$ cat src/rtl/lime_pkg.sv
// Shared encodings for the multicycle sequencer: states, instruction classes,
// ALU operation codes and datapath mux selects.
package lime_pkg;

  typedef enum logic [3:0] {
    S_FETCH  = 4'd0,
    S_DECODE = 4'd1,
    S_EXEC_R = 4'd2,
    S_EXEC_I = 4'd3,
    S_WB_ALU = 4'd4,
    S_ADDR   = 4'd5,
    S_MEM_RD = 4'd6,
    S_WB_MEM = 4'd7,
    S_MEM_WR = 4'd8,
    S_BR     = 4'd9,
    S_JMP    = 4'd10,
    S_HALTED = 4'd11,
    S_ERROR  = 4'd12
  } state_e;

  typedef enum logic [2:0] {
    CLS_NOP    = 3'd0,
    CLS_ALU_R  = 3'd1,
    CLS_ALU_I  = 3'd2,
    CLS_LOAD   = 3'd3,
    CLS_STORE  = 3'd4,
    CLS_BRANCH = 3'd5,
    CLS_JUMP   = 3'd6,
    CLS_HALT   = 3'd7
  } cls_e;

  localparam logic [3:0] ALU_ADD = 4'd0;
  localparam logic [3:0] ALU_SUB = 4'd1;

  localparam logic [1:0] ASRC_PC   = 2'd0;
  localparam logic [1:0] ASRC_REG  = 2'd1;
  localparam logic [1:0] BSRC_REG  = 2'd0;
  localparam logic [1:0] BSRC_FOUR = 2'd1;
  localparam logic [1:0] BSRC_IMM  = 2'd2;
  localparam logic [1:0] BSRC_OFF  = 2'd3;

  localparam int WAIT_W = 8;

  // States in which the sequencer is waiting on the memory handshake.
  function automatic logic is_mem_wait_state(state_e s);
    return (s == S_FETCH) || (s == S_MEM_RD) || (s == S_MEM_WR);
  endfunction

endpackage

$ cat src/rtl/multicycle_sequencer_if.sv
// Opcode/memory-handshake inputs and datapath control/status outputs of the sequencer.
// master = instruction/memory side driving opcode and mem_ready; slave = sequencer.
interface multicycle_sequencer_if #(
  parameter int OP_W     = 7,
  parameter int ALU_OP_W = 4
);
  logic [OP_W-1:0]     opcode;
  logic                mem_ready;
  logic                pc_write;
  logic                iord;
  logic                ir_write;
  logic                reg_write;
  logic                mem2reg;
  logic                pc_src;
  logic                branch;
  logic [1:0]          alusrc_a;
  logic [1:0]          alusrc_b;
  logic [1:0]          branch_type;
  logic [ALU_OP_W-1:0] alu_op;
  logic                mem_req;
  logic                mem_we;
  logic [3:0]          state;
  logic                busy;
  logic                halted;
  logic                timeout_err;

  modport master (
    output opcode, mem_ready,
    input  pc_write, iord, ir_write, reg_write, mem2reg, pc_src, branch,
           alusrc_a, alusrc_b, branch_type, alu_op, mem_req, mem_we,
           state, busy, halted, timeout_err
  );

  modport slave (
    input  opcode, mem_ready,
    output pc_write, iord, ir_write, reg_write, mem2reg, pc_src, branch,
           alusrc_a, alusrc_b, branch_type, alu_op, mem_req, mem_we,
           state, busy, halted, timeout_err
  );
endinterface

$ cat src/rtl/mem_wait_timer.sv
// Counts consecutive not-ready cycles of a memory wait; expired flags the MAX_WAIT-th one.
// Combinational expired; mem_ready in the same cycle suppresses it and clears the count.
module mem_wait_timer #(
  parameter int MAX_WAIT = 15
) (
  input  logic clk,
  input  logic rst,
  input  logic active,
  input  logic mem_ready,
  output logic expired
);
  import lime_pkg::*;

  logic [WAIT_W-1:0] cnt_q, cnt_d;

  assign expired = active && !mem_ready && (cnt_q == WAIT_W'(MAX_WAIT - 1));

  always_comb begin
    cnt_d = cnt_q + WAIT_W'(1);
    if (!active || mem_ready || expired) begin
      cnt_d = '0;
    end
  end

  always_ff @(posedge clk) begin
    if (rst) begin
      cnt_q <= '0;
    end else begin
      cnt_q <= cnt_d;
    end
  end

endmodule

$ cat src/rtl/multicycle_sequencer.sv
// Multicycle CPU control FSM: decodes the opcode class and sequences datapath strobes.
// Memory states hold until mem_ready; a wait of MAX_WAIT cycles traps into ERROR.
module multicycle_sequencer
  import lime_pkg::*;
#(
  parameter int OP_W     = 7,
  parameter int ALU_OP_W = 4,
  parameter int MAX_WAIT = 15
) (
  input  logic                  CLK,
  input  logic                  Reset,
  multicycle_sequencer_if.slave bus
);

  state_e              state_q, state_d;
  cls_e                cls;
  logic [ALU_OP_W-1:0] alu_fn;
  logic                wait_active;
  logic                wait_expired;

  assign cls = cls_e'(bus.opcode[2:0]);

  // Function field opcode[OP_W-1:3] fitted to ALU_OP_W by truncation or zero-extension.
  if (OP_W - 3 >= ALU_OP_W) begin : g_fn_trunc
    assign alu_fn = bus.opcode[3 +: ALU_OP_W];
  end else begin : g_fn_zext
    assign alu_fn = {{(ALU_OP_W - OP_W + 3){1'b0}}, bus.opcode[OP_W-1:3]};
  end

  assign wait_active = is_mem_wait_state(state_q);
  assign bus.state   = state_q;

  mem_wait_timer #(.MAX_WAIT(MAX_WAIT)) u_wait_timer (
    .clk       (CLK),
    .rst       (Reset),
    .active    (wait_active),
    .mem_ready (bus.mem_ready),
    .expired   (wait_expired)
  );

  always_comb begin
    state_d          = state_q;
    bus.pc_write     = 1'b0;
    bus.iord         = 1'b0;
    bus.ir_write     = 1'b0;
    bus.reg_write    = 1'b0;
    bus.mem2reg      = 1'b0;
    bus.pc_src       = 1'b0;
    bus.branch       = 1'b0;
    bus.alusrc_a     = ASRC_PC;
    bus.alusrc_b     = BSRC_REG;
    bus.branch_type  = 2'b00;
    bus.alu_op       = ALU_OP_W'(ALU_ADD);
    bus.mem_req      = 1'b0;
    bus.mem_we       = 1'b0;
    bus.busy         = 1'b1;
    bus.halted       = 1'b0;
    bus.timeout_err  = 1'b0;

    case (state_q)
      S_FETCH: begin
        bus.mem_req  = 1'b1;
        bus.alusrc_b = BSRC_FOUR;
        bus.ir_write = bus.mem_ready;
        bus.pc_write = bus.mem_ready;
        if (bus.mem_ready) state_d = S_DECODE;
      end
      S_DECODE: begin
        bus.alusrc_b = BSRC_OFF;
        case (cls)
          CLS_NOP:             state_d = S_FETCH;
          CLS_ALU_R:           state_d = S_EXEC_R;
          CLS_ALU_I:           state_d = S_EXEC_I;
          CLS_LOAD, CLS_STORE: state_d = S_ADDR;
          CLS_BRANCH:          state_d = S_BR;
          CLS_JUMP:            state_d = S_JMP;
          default:             state_d = S_HALTED;
        endcase
      end
      S_EXEC_R, S_EXEC_I: begin
        bus.alusrc_a = ASRC_REG;
        bus.alusrc_b = (state_q == S_EXEC_I) ? BSRC_IMM : BSRC_REG;
        bus.alu_op   = alu_fn;
        state_d      = S_WB_ALU;
      end
      S_WB_ALU: begin
        bus.reg_write = 1'b1;
        state_d       = S_FETCH;
      end
      S_ADDR: begin
        bus.alusrc_a = ASRC_REG;
        bus.alusrc_b = BSRC_IMM;
        state_d      = (cls == CLS_LOAD) ? S_MEM_RD : S_MEM_WR;
      end
      S_MEM_RD: begin
        bus.mem_req = 1'b1;
        bus.iord    = 1'b1;
        if (bus.mem_ready) state_d = S_WB_MEM;
      end
      S_WB_MEM: begin
        bus.reg_write = 1'b1;
        bus.mem2reg   = 1'b1;
        state_d       = S_FETCH;
      end
      S_MEM_WR: begin
        bus.mem_req = 1'b1;
        bus.mem_we  = 1'b1;
        bus.iord    = 1'b1;
        if (bus.mem_ready) state_d = S_FETCH;
      end
      S_BR: begin
        bus.alusrc_a    = ASRC_REG;
        bus.alusrc_b    = BSRC_REG;
        bus.alu_op      = ALU_OP_W'(ALU_SUB);
        bus.branch      = 1'b1;
        bus.pc_src      = 1'b1;
        bus.branch_type = bus.opcode[4:3];
        state_d         = S_FETCH;
      end
      S_JMP: begin
        bus.pc_write = 1'b1;
        bus.pc_src   = 1'b1;
        state_d      = S_FETCH;
      end
      S_HALTED: begin
        bus.busy   = 1'b0;
        bus.halted = 1'b1;
      end
      S_ERROR: begin
        bus.busy        = 1'b0;
        bus.halted      = 1'b1;
        bus.timeout_err = 1'b1;
      end
      default: state_d = S_ERROR;
    endcase

    if (wait_expired) state_d = S_ERROR;

    // Reset silences every strobe immediately, before the state register clears.
    if (Reset) begin
      bus.pc_write    = 1'b0;
      bus.iord        = 1'b0;
      bus.ir_write    = 1'b0;
      bus.reg_write   = 1'b0;
      bus.mem2reg     = 1'b0;
      bus.pc_src      = 1'b0;
      bus.branch      = 1'b0;
      bus.mem_req     = 1'b0;
      bus.mem_we      = 1'b0;
      bus.halted      = 1'b0;
      bus.timeout_err = 1'b0;
    end
  end

  always_ff @(posedge CLK) begin
    if (Reset) begin
      state_q <= S_FETCH;
    end else begin
      state_q <= state_d;
    end
  end

endmodule

$ cat src/flat_wrapper.sv
// flat-port wrapper written by rule: the top's interface ports become plain ports
module multicycle_sequencer_flat import lime_pkg::*;
#(
  parameter int OP_W     = 7,
  parameter int ALU_OP_W = 4,
  parameter int MAX_WAIT = 15
)
  (CLK, Reset, bus_opcode, bus_mem_ready, bus_pc_write, bus_iord, bus_ir_write, bus_reg_write, bus_mem2reg, bus_pc_src, bus_branch, bus_alusrc_a, bus_alusrc_b, bus_branch_type, bus_alu_op, bus_mem_req, bus_mem_we, bus_state, bus_busy, bus_halted, bus_timeout_err);
  multicycle_sequencer_if #(.OP_W(OP_W), .ALU_OP_W(ALU_OP_W)) bus_i ();
  input  logic CLK;
  input  logic Reset;
  input wire logic [$bits(bus_i.opcode)-1:0] bus_opcode;
  input wire logic [$bits(bus_i.mem_ready)-1:0] bus_mem_ready;
  output wire logic [$bits(bus_i.pc_write)-1:0] bus_pc_write;
  output wire logic [$bits(bus_i.iord)-1:0] bus_iord;
  output wire logic [$bits(bus_i.ir_write)-1:0] bus_ir_write;
  output wire logic [$bits(bus_i.reg_write)-1:0] bus_reg_write;
  output wire logic [$bits(bus_i.mem2reg)-1:0] bus_mem2reg;
  output wire logic [$bits(bus_i.pc_src)-1:0] bus_pc_src;
  output wire logic [$bits(bus_i.branch)-1:0] bus_branch;
  output wire logic [$bits(bus_i.alusrc_a)-1:0] bus_alusrc_a;
  output wire logic [$bits(bus_i.alusrc_b)-1:0] bus_alusrc_b;
  output wire logic [$bits(bus_i.branch_type)-1:0] bus_branch_type;
  output wire logic [$bits(bus_i.alu_op)-1:0] bus_alu_op;
  output wire logic [$bits(bus_i.mem_req)-1:0] bus_mem_req;
  output wire logic [$bits(bus_i.mem_we)-1:0] bus_mem_we;
  output wire logic [$bits(bus_i.state)-1:0] bus_state;
  output wire logic [$bits(bus_i.busy)-1:0] bus_busy;
  output wire logic [$bits(bus_i.halted)-1:0] bus_halted;
  output wire logic [$bits(bus_i.timeout_err)-1:0] bus_timeout_err;
  assign bus_i.opcode = bus_opcode;
  assign bus_i.mem_ready = bus_mem_ready;
  assign bus_pc_write = bus_i.pc_write;
  assign bus_iord = bus_i.iord;
  assign bus_ir_write = bus_i.ir_write;
  assign bus_reg_write = bus_i.reg_write;
  assign bus_mem2reg = bus_i.mem2reg;
  assign bus_pc_src = bus_i.pc_src;
  assign bus_branch = bus_i.branch;
  assign bus_alusrc_a = bus_i.alusrc_a;
  assign bus_alusrc_b = bus_i.alusrc_b;
  assign bus_branch_type = bus_i.branch_type;
  assign bus_alu_op = bus_i.alu_op;
  assign bus_mem_req = bus_i.mem_req;
  assign bus_mem_we = bus_i.mem_we;
  assign bus_state = bus_i.state;
  assign bus_busy = bus_i.busy;
  assign bus_halted = bus_i.halted;
  assign bus_timeout_err = bus_i.timeout_err;
  multicycle_sequencer #(.OP_W(OP_W), .ALU_OP_W(ALU_OP_W), .MAX_WAIT(MAX_WAIT)) u_core (.CLK(CLK), .Reset(Reset), .bus(bus_i));
endmodule
$ cat config.mk
export PLATFORM = sky130hd
export DESIGN_NAME = multicycle_sequencer_flat
export DESIGN_NICKNAME = d
export VERILOG_FILES = /design/src/rtl/lime_pkg.sv /design/src/rtl/multicycle_sequencer_if.sv /design/src/rtl/mem_wait_timer.sv /design/src/rtl/multicycle_sequencer.sv /design/src/flat_wrapper.sv
export SDC_FILE = /design/constraint.sdc
export NUM_CORES = 1
export LEC_CHECK = 0
export BUFFER_PORTS_ARGS = -buffer_cell sky130_fd_sc_hd__buf_4
export CELL_PAD_IN_SITES_DETAIL_PLACEMENT = 1
export CELL_PAD_IN_SITES_GLOBAL_PLACEMENT = 1
export CORE_MARGIN = 1.5
export CORE_UTILIZATION = 34
export CTS_CLUSTER_DIAMETER = 200
export DETAILED_ROUTE_END_ITERATION = 10
export HOLD_SLACK_MARGIN = 0.08
export PLACE_DENSITY = 0.85
export SYNTH_ARGS = -nofsm -noshare
export SYNTH_HDL_FRONTEND = slang
export SYNTH_SLANG_ARGS = --single-unit
$ cat constraint.sdc
create_clock -name CLK -period 1.9 [get_ports CLK]
set_input_delay 0 -clock CLK [delete_from_list [all_inputs] [get_ports CLK]]
set_output_delay 0 -clock CLK [all_outputs]
set_load 0.005 [all_outputs]
Word level (Yosys, flattened, before mapping)
Cells that the tools add are included.
{ "totals": {"regBits": 12, "latch_bits": 0, "mem_bits_rw": 0, "mem_bits_ro": 0, "inputBits": 10, "out_inout_bits": 26, "word_cells": 89, "memories": 0} }
{ "classes": {"n_addsub": 1, "n_mul": 0, "div_mod_pow": 0, "magnitude_cmp": 0, "n_eq_ne": 26, "n_shift": 0, "mux": 35, "bitwise_logic": 1, "reduce_logical": 23} }
{ "ops": {"columns": ["op", "n"], "rows": [
  ["4-bit one-hot mux with 8 select lines", 1],
  ["4-bit one-hot mux with 6 select lines", 1],
  ["1-bit two-way mux", 23],
  ["4-bit equality test, second input constant", 5],
  ["4-bit two-way mux", 5],
  ["4-bit by 3-bit equality test with 1-bit output, second input constant", 4],
  ["2-bit OR reduction", 8],
  ["3-bit equality test, second input constant", 3],
  ["3-bit != test, second input constant", 3],
  ["8-bit by 1-bit adder with 8-bit output, second input constant", 1],
  ["4-bit by 2-bit equality test with 1-bit output, second input constant", 2],
  ["8-bit by 4-bit equality test with 1-bit output, second input constant", 1],
  ["2-bit one-hot mux with 4 select lines", 1],
  ["4-bit one-hot mux with 2 select lines", 1],
  ["4-bit AND reduction", 2],
  ["4-bit OR reduction", 2],
  ["3-bit by 2-bit equality test with 1-bit output, second input constant", 2],
  ["2-bit != test, second input constant", 3],
  ["4-bit by 1-bit equality test with 1-bit output, second input constant", 1],
  ["4-bit zero test", 1],
  ["1-bit logical OR", 4],
  ["2-bit two-way mux", 2],
  ["3-bit by 1-bit equality test with 1-bit output, second input constant", 1],
  ["3-bit zero test", 1],
  ["other kinds (6)", 8]
]} }

Longest topological paths before layout
Gate-level depths: netlist (run 1).
{ "logic_depth": {"ltp_word": 7, "depth_mapped": 7, "depth_no_buf": 6} }

Hierarchy
Synthesis (run 1) repeated with hierarchy kept, for this count alone.
{ "unflattened": {"cells_unflattened": 137, "area_unflattened_um2": 1034.7} }
{ "modules_own_cells": {"columns": ["mod", "n_inst", "cells_per_inst", "area_per_inst_um2", "seq_area_each_um2"], "rows": [
  ["multicycle_sequencer", 1, 97, 673.1, 80.1],
  ["mem_wait_timer", 1, 40, 361.6, 160.2]
]} }

Worst setup path before layout (run 1)
No wires, ideal clock.
{ "synth_timing": {"kind": "register -> register", "start": "register u_core.u_wait_timer.cnt_q[0]", "end": "register u_core.u_wait_timer.cnt_q[2]", "setup_time_ns": 0.119, "t_arrival_ns": 1.300, "t_required_ns": 1.781, "setup_slack_ns": 0.481, "path_stages_with_launch": 8, "path_buffers": 1, "synth_period_minus_slack_ns": 1.419, "cell_sequence": "dfxtp_1 > inv_1 > ha_1 > nand4b_1 > nor4_1 > or3_1 > buf_6 > nor2_4"} }
{ "synth_between": {"elab_chain_cells": 4, "elab_cells_between_ends": 5, "classes_between": "add/sub: 1; eq/ne: 1; reduce/logical: 3"} }
{ "synth_rtl": {"columns": ["item", "line", "text"], "rows": [
  ["start: declaration", "mem_wait_timer.sv:14", "logic [WAIT_W-1:0] cnt_q, cnt_d;"],
  ["start signal: assignment", "mem_wait_timer.sv:29", "cnt_q <= cnt_d;"],
  ["parallel branches: the longest is 4 deep, another holds 8-bit by 1-bit adder with 8-bit output", null, null]
]} }
Parallel ways; which one is timed is not known.
A chain may end at the register's enable or synchronous reset.

Worst setup path in the final report (run 1)
{ "layout_timing": {"start": "register u_core.state_q[1], in the netlist u_core.bus.state[1]", "end": "output bus_halted"} }
{ "layout_between": {"elab_chain_cells": 4, "elab_cells_between_ends": 5, "classes_between": "eq/ne: 2; mux: 2; reduce/logical: 1"} }
{ "layout_rtl": {"columns": ["item", "line", "text"], "rows": [
  ["start: declaration", "multicycle_sequencer.sv:15", "state_e state_q, state_d;"],
  ["start signal: assignment", "multicycle_sequencer.sv:159", "state_q <= state_d;"],
  ["4-bit equality test", "multicycle_sequencer.sv:60", "case (state_q)"],
  ["2-bit OR reduction (no source line) *", null, null],
  ["1-bit two-way mux *", "multicycle_sequencer.sv:60", null],
  ["1-bit two-way mux *", "multicycle_sequencer.sv:140", "if (Reset) begin"],
  ["end: declaration", "flat_wrapper.sv:29", "output wire logic [$bits(bus_i.halted)-1:0] bus_halted;"]
]} }
Every way passes the cells marked *; elsewhere a longest branch is shown, timed or not.

==> results.py, run 1 <==
metrics = {
    "synthesis": {
        "yosys-top-cells-area": "dfxtp_1 25%, and3_1 5.8%, nor2_2 4.5%",
        "avgSynthCellArea_um2": 7.58,
        "synth_area_leader_cell": "dfxtp_1",
        "synth_cells": 129,
        "ys_seq_area_share_pct": 24.6,
        "yosysWarnings": 0,
        "synth_top_area_share_pct": 24.6,
        "ys_async_sr_fraction_pct": 0,
        "yosys_most_used_dff": "dfxtp_1",
        "synthDistinctLibCells": 41,
        "synth_edf_count": 0,
        "synth_area_um2": 978,
        "syn_nets": 141,
        "ys_ff_latch": 12,
    },
    "sta": {
        "slew_viol_final": 0,
        "fin_skew_ps": 7.75,
        "min_period_ps": 1730,
        "finalSetupTns_ps": 0,
        "rsz0062_at_grt": "false",
        "setup_slack_ps": 172,
        "hold_viol_final": 0,
        "period_share_pct": 91.0,
        "fmax_mhz": 579,
        "finalSetupViolCount": 0,
    },
    "detailed_routing": {
        "vias_per_cell": 5.44,
        "wirelength_um": 2790,
        "drt_iter0_drc": 40,
        "drc": 0,
        "routed-via-count": 1056,
        "first_pass_iters": 4,
        "wl_per_cell_um": 14.4,
        "ant_nets": 0,
    },
    "floorplanning": {
        "chipWidth_um": 56.6,
        "dieHeight_um": 56.6,
        "rows": 19,
        "io_pins": 36,
        "dieArea_um2": 3210,
        "start_util_pct": 35.8,
        "core_area_um2": 2730,
    },
    "layout": {
        "fin_util_pct": 47.5,
        "antennaDiodeCount": 0,
        "finalNetCount": 176,
        "area_growth_pct": 32.7,
        "drive_gt1_share_pct": 33.7,
        "fill_cells": 347,
    },
    "clock_tree": {
        "cts_buffers": 3,
        "cts_root_buf": "clkbuf_4",
        "path_clk_slew_ps": 70,
        "post_cts_buffers": 0,
        "clk_path_buf_depth": 2,
        "cts_tree": "built",
        "clk_latency_ps": 280,
        "cts_sinks": 12,
        "h-tree-depth": 1,
    },
    "global_routing": {
        "grt_pass1_vias": 976,
        "grt-ovfl-total": 0,
        "grt_usage_pct": 17.5,
        "grt_pass1_wl_um": 4530,
        "grt_max_degree": 21,
        "antenna_found_initial": 0,
    },
    "critical_path": {
        "crit_top_cell": "buf_4",
        "max_stage_delay_ps": 610,
        "cp_cell_sequence": "buf_4 > nor3b_1 > o21ai_0 > nor2_1 > buf_4",
        "path_max_fanout": 14,
        "rr_worst_depth": 6,
        "crit_slowest_cell": "dfxtp_1",
        "crit_required_ps": 1900,
        "arrival_ps": 1730,
        "critPathKind": "flip-flop to primary output",
        "startpoint_type": "flip-flop",
        "cp-end-kind": "primary output",
    },
    "placed_design": {
        "io_buffers": 34,
        "gp_congestion": 0.883,
        "post-place-ws_ps": 204,
        "dp.final_hpwl_um": 2140,
    },
    "outcome": {
        "outcome": "finished, final reports clean",
    },
    "power_and_ir_drop": {
        "p_per_area_nw_per_um2": 545,
        "peakVddDrop_mv": 0.369,
        "p_leak_nw": 0.562,
    },
    "hold_path": {
        "worstHoldPathCells": 4,
        "hp-class": "input pin to flip-flop",
    },
    "job": {
        "drv_cap": 0,
    },
}
==> final cells by class <==
type	instances	area [µm²]	share of cell area, %
multi-input cells	103	656	50.5
inverters	2	7.51	0.578
clock buffers	4	36.3	2.79
well taps	31	38.8	2.99
repair buffers	42	320	24.7
flip-flops and latches	12	240	18.5
==> worst paths after layout <==
path                           startpoint                      endpoint  slack (ps)
max                   u_core.bus.state[1]                    bus_halted         170
min                         bus_opcode[1]           u_core.bus.state[1]         100
max reg2reg  u_core.u_wait_timer.cnt_q[0]  u_core.u_wait_timer.cnt_q[6]         230
min reg2reg  u_core.u_wait_timer.cnt_q[0]  u_core.u_wait_timer.cnt_q[0]         510
==> flip-flops by register name (all words and copies together), names as in the netlist <==
signal	flops
u_core.u_wait_timer.cnt_q	8
u_core.bus.state	4
==> kinds of logic (layout without fill, tap and decap cells) <==
group | after synthesis | in the layout | synth area share, %
simple gates | 70 | 70 | 41.7
compound gates | 21 | 21 | 14.2
buf+inv | 14 | 48 | 8.44
flops | 12 | 12 | 24.6
xor+xnor | 8 | 8 | 7.16
fa+ha+maj | 2 | 2 | 2.56
other cells | 1 | 1 | 0.383
mux | 1 | 1 | 1.02
==> timing repair <==
item                      CTS  global route
hold buffers                2             0
resized for setup           0             0
hold endpoints to repair    2             0
==> cell usage in the layout (no fill, tap or decap), types with 4 or more instances in the layout <==
| cell | Yosys | routed |
|---|---|---|
| nor3_1 | 5 | 5 |
| xor2_1 | 5 | 5 |
| nor4_1 | 4 | 4 |
| a21oi_1 | 5 | 5 |
| nand3_1 | 8 | 8 |
| nor2_2 | 7 | 7 |
| nor2_1 | 11 | 11 |
| buf_4 | 1 | 40 |
| dfxtp_1 | 12 | 12 |
| nor3b_1 | 4 | 4 |
| nand2_1 | 4 | 4 |
| and3_1 | 9 | 9 |
==> synth_stat cells (2+ instances only) <==
cell type	count
buf_2	3
xnor2_1	3
nor2b_1	3
o21ai_0	3
nor2_1	11
nand2b_1	3
nor4_1	4
nand2_1	4
a21oi_1	5
a22oi_1	2
inv_1	2
and2_1	2
buf_6	3
a31oi_1	3
and3_1	9
nor2_2	7
ha_1	2
nor3b_1	4
dfxtp_1	12
nand3_1	8
clkbuf_1	5
or3_1	3
nor3_1	5
xor2_1	5
nand4b_1	2
==> through the flow <==
stage / hold WS (ps) / cells / total power, mW / instance area [µm²]
floorplan: 132 / 129 / 0.419 / 978
global placement: 273 / 188 / 0.500 / 1240
detailed placement: 279 / 188 / 0.509 / 1240
CTS: 92.6 / 194 / 0.715 / 1300
global route: 124 / 194 / 0.747 / 1300
finish: 96.8 / 194 / 0.708 / 1300
==> power breakdown <==
group	switching (mW)	internal (mW)	leakage (nW)	total, mW
Clock	0.0858	0.117	0.0210	0.202
Sequential	0.0179	0.261	0.0973	0.279
Combinational	0.117	0.110	0.443	0.226
==> routing by layer <==
metal | routed length (µm) | global-route usage [%] | vias up | share of wire [%]
met1 | 1340 | 24.4 | 506 | 48
li1 | - | - | 524 | -
met4 | 0 | 2.04 | 0 | 0
met3 | 102 | 3.46 | 0 | 3.7
met2 | 1340 | 28.6 | 26 | 48
met5 | 0 | 0 | - | 0
==> worst max-delay path: cells and delay by family, from the launching register on <==
family                 cells  cell delay, ps
buffers and inverters      2             380
AND/OR/NAND/NOR            2             300
AO/OA/AOI/OAI              1             150
flip-flops                 1             610
Power figures use the tool's default switching activity.
==> run 2: changes to the inputs <==
CORE_UTILIZATION = 35   (was 34)
CTS_BUF_LIST = sky130_fd_sc_hd__clkbuf_2 sky130_fd_sc_hd__clkbuf_4 sky130_fd_sc_hd__clkbuf_8   (was unset)
PLACE_DENSITY = 0.87   (was 0.85)
==> run 2 against run 1 <==
Clock skew down 0.62 ps. Sequential power down 1%. Global-route usage up 3.0 points. Cell count unchanged. Die area down 2.7%. Via count up 1.5%. Final area unchanged. Register-to-register slack better by 20 ps. Worst hold slack better by 30 ps. Critical path type is now flip-flop to flip-flop. Critical endpoint is now u_core.u_wait_timer.cnt_q[6]. Largest cell class unchanged.
==> results.py, run 2 (synthesized netlist as in run 1, its figures left out) <==
metrics = {
    "clock_tree": {
        "hold_buffers": 2,
        "cts_buffers": 3,
        "cts_sinks": 12,
        "ctsResizeCount": 0,
        "h-tree-depth": 1,
        "cts_tree": "built",
        "cts_root_buf": "clkbuf_4",
        "clk_path_buf_depth": 2,
        "post_cts_buffers": 0,
        "path_clk_slew_ps": 60,
        "clk_latency_ps": 270,
    },
    "placed_design": {
        "gp_congestion": 0.799,
        "dp.final_hpwl_um": 2250,
        "io_buffers": 34,
        "placed_cell_area_um2": 1260,
        "dp_cells": 189,
    },
    "critical_path": {
        "cp_cell_sequence": "inv_1 > ha_1 > nand4b_1 > nor4_1 > or3_1 > nor2_2",
        "max_stage_delay_ps": 550,
        "cp_num_buf_inv": 1,
        "crit_slowest_cell": "or3_1",
        "cp-end-kind": "flip-flop",
        "path_max_fanout": 8,
        "startpoint_type": "flip-flop",
        "critPathKind": "flip-flop to flip-flop",
        "arrival_ps": 1860,
        "crit_required_ps": 2110,
        "crit_family": "simple AND/OR/NAND/NOR gates",
    },
    "floorplanning": {
        "io_pins": 36,
        "dieHeight_um": 55.9,
        "core_area_um2": 2570,
        "dieArea_um2": 3120,
        "rows": 18,
        "start_util_pct": 38.1,
        "chipWidth_um": 55.9,
    },
    "layout": {
        "largest_reg_flops": 8,
        "fill_cells": 346,
        "finalNetCount": 178,
        "top_register": "u_core.u_wait_timer.cnt_q",
        "final_common_cell": "buf_4",
        "final_cell_count_no_fill": 194,
        "drive_gt1_share_pct": 34.1,
        "stdcell_area_um2": 1300,
        "final_cell_mix": "42 x buf_4, 12 x dfxtp_1, 11 x nor2_1",
        "area_growth_pct": 32.7,
        "antennaDiodeCount": 0,
    },
    "detailed_routing": {
        "first_pass_iters": 4,
        "drt_iter0_drc": 16,
        "ant_nets": 0,
        "wirelength_um": 2980,
        "routed-via-count": 1072,
        "vias_per_cell": 5.53,
        "drc": 0,
        "wl_per_cell_um": 15.4,
    },
    "sta": {
        "slew_viol_final": 0,
        "fmax_mhz": 607,
        "min_period_ps": 1650,
        "rsz0062_at_grt": "false",
        "fin_hold_ws_ps": 127,
        "fin_skew_ps": 7.13,
        "hold_viol_final": 0,
        "finalSetupTns_ps": 0,
        "period_share_pct": 86.8,
        "finalSetupViolCount": 0,
    },
    "power_and_ir_drop": {
        "p_leak_nw": 0.565,
        "power_mw": 0.665,
        "peakVddDrop_mv": 0.493,
        "p_per_area_nw_per_um2": 512,
    },
    "global_routing": {
        "grt_pass1_vias": 1105,
        "grt_pass1_wl_um": 5220,
        "grt_max_degree": 21,
        "grt-ovfl-total": 0,
        "antenna_found_initial": 0,
        "grt_usage_pct": 20.4,
    },
    "outcome": {
        "outcome": "finished, final reports clean",
    },
    "job": {
        "drv_cap": 0,
    },
    "hold_path": {
        "hp-class": "input pin to flip-flop",
    },
}
run 2: changes by cell type in the layout (fill, tap and decap cells not counted):
cell and change:
clkbuf_8 -1, buf_4 +2
run 2: cell type report:
| type | instances | area, µm² | share of cell area (%) |
|---|---|---|---|
| timing repair buffer | 44 | 335 | 25.8 |
| clock buffer | 3 | 22.5 | 1.73 |
| tap | 30 | 37.5 | 2.89 |
| inverter | 2 | 7.51 | 0.578 |
| sequential | 12 | 240 | 18.5 |
| multi-input combinational | 103 | 656 | 50.5 |
run 2: metal layers:
layer / wire length (µm) / vias to the layer above / track usage [%]
met5: 0 / - / 0
met4: 44 / 0 / 4.42
met3: 136 / 4 / 5.12
met2: 1460 / 33 / 33.2
met1: 1340 / 504 / 27.5
li1: - / 531 / -
run 2: final timing paths:
| kind | slack (ps) | to | startpoint | cells after the start |
|---|---|---|---|---|
| min reg2reg | 520 | u_core.u_wait_timer.cnt_q[0] | u_core.u_wait_timer.cnt_q[0] | 1 |
| max | 250 | u_core.u_wait_timer.cnt_q[6] | u_core.u_wait_timer.cnt_q[0] | 6 |
| min | 130 | u_core.bus.state[1] | bus_opcode[1] | 4 |
| max reg2reg | 250 | u_core.u_wait_timer.cnt_q[6] | u_core.u_wait_timer.cnt_q[0] | 6 |
run 2: worst register-to-register path: stages, from the launching register on:
cell and delay, ps:
dfxtp_1 450, inv_1 80, ha_1 200, nand4b_1 90
nor4_1 60, or3_1 550, nor2_2 160
run 2: stage by stage:
| stage | setup slack [ps] | util (%) |
|---|---|---|
| CTS | 249 | 50.6 |
| floorplan | 481 | - |
| finish | 251 | 50.6 |
| detailed placement | 268 | 48.9 |
| global route | 55.6 | 50.6 |
| global placement | 357 | 48.9 |
run 2: power breakdown:
part	internal [mW]	switching, mW	leakage (nW)
combinational	0.115	0.124	0.454
sequential	0.261	0.0143	0.0973
clock	0.0734	0.0778	0.0138
total	0.449	0.216	0.565
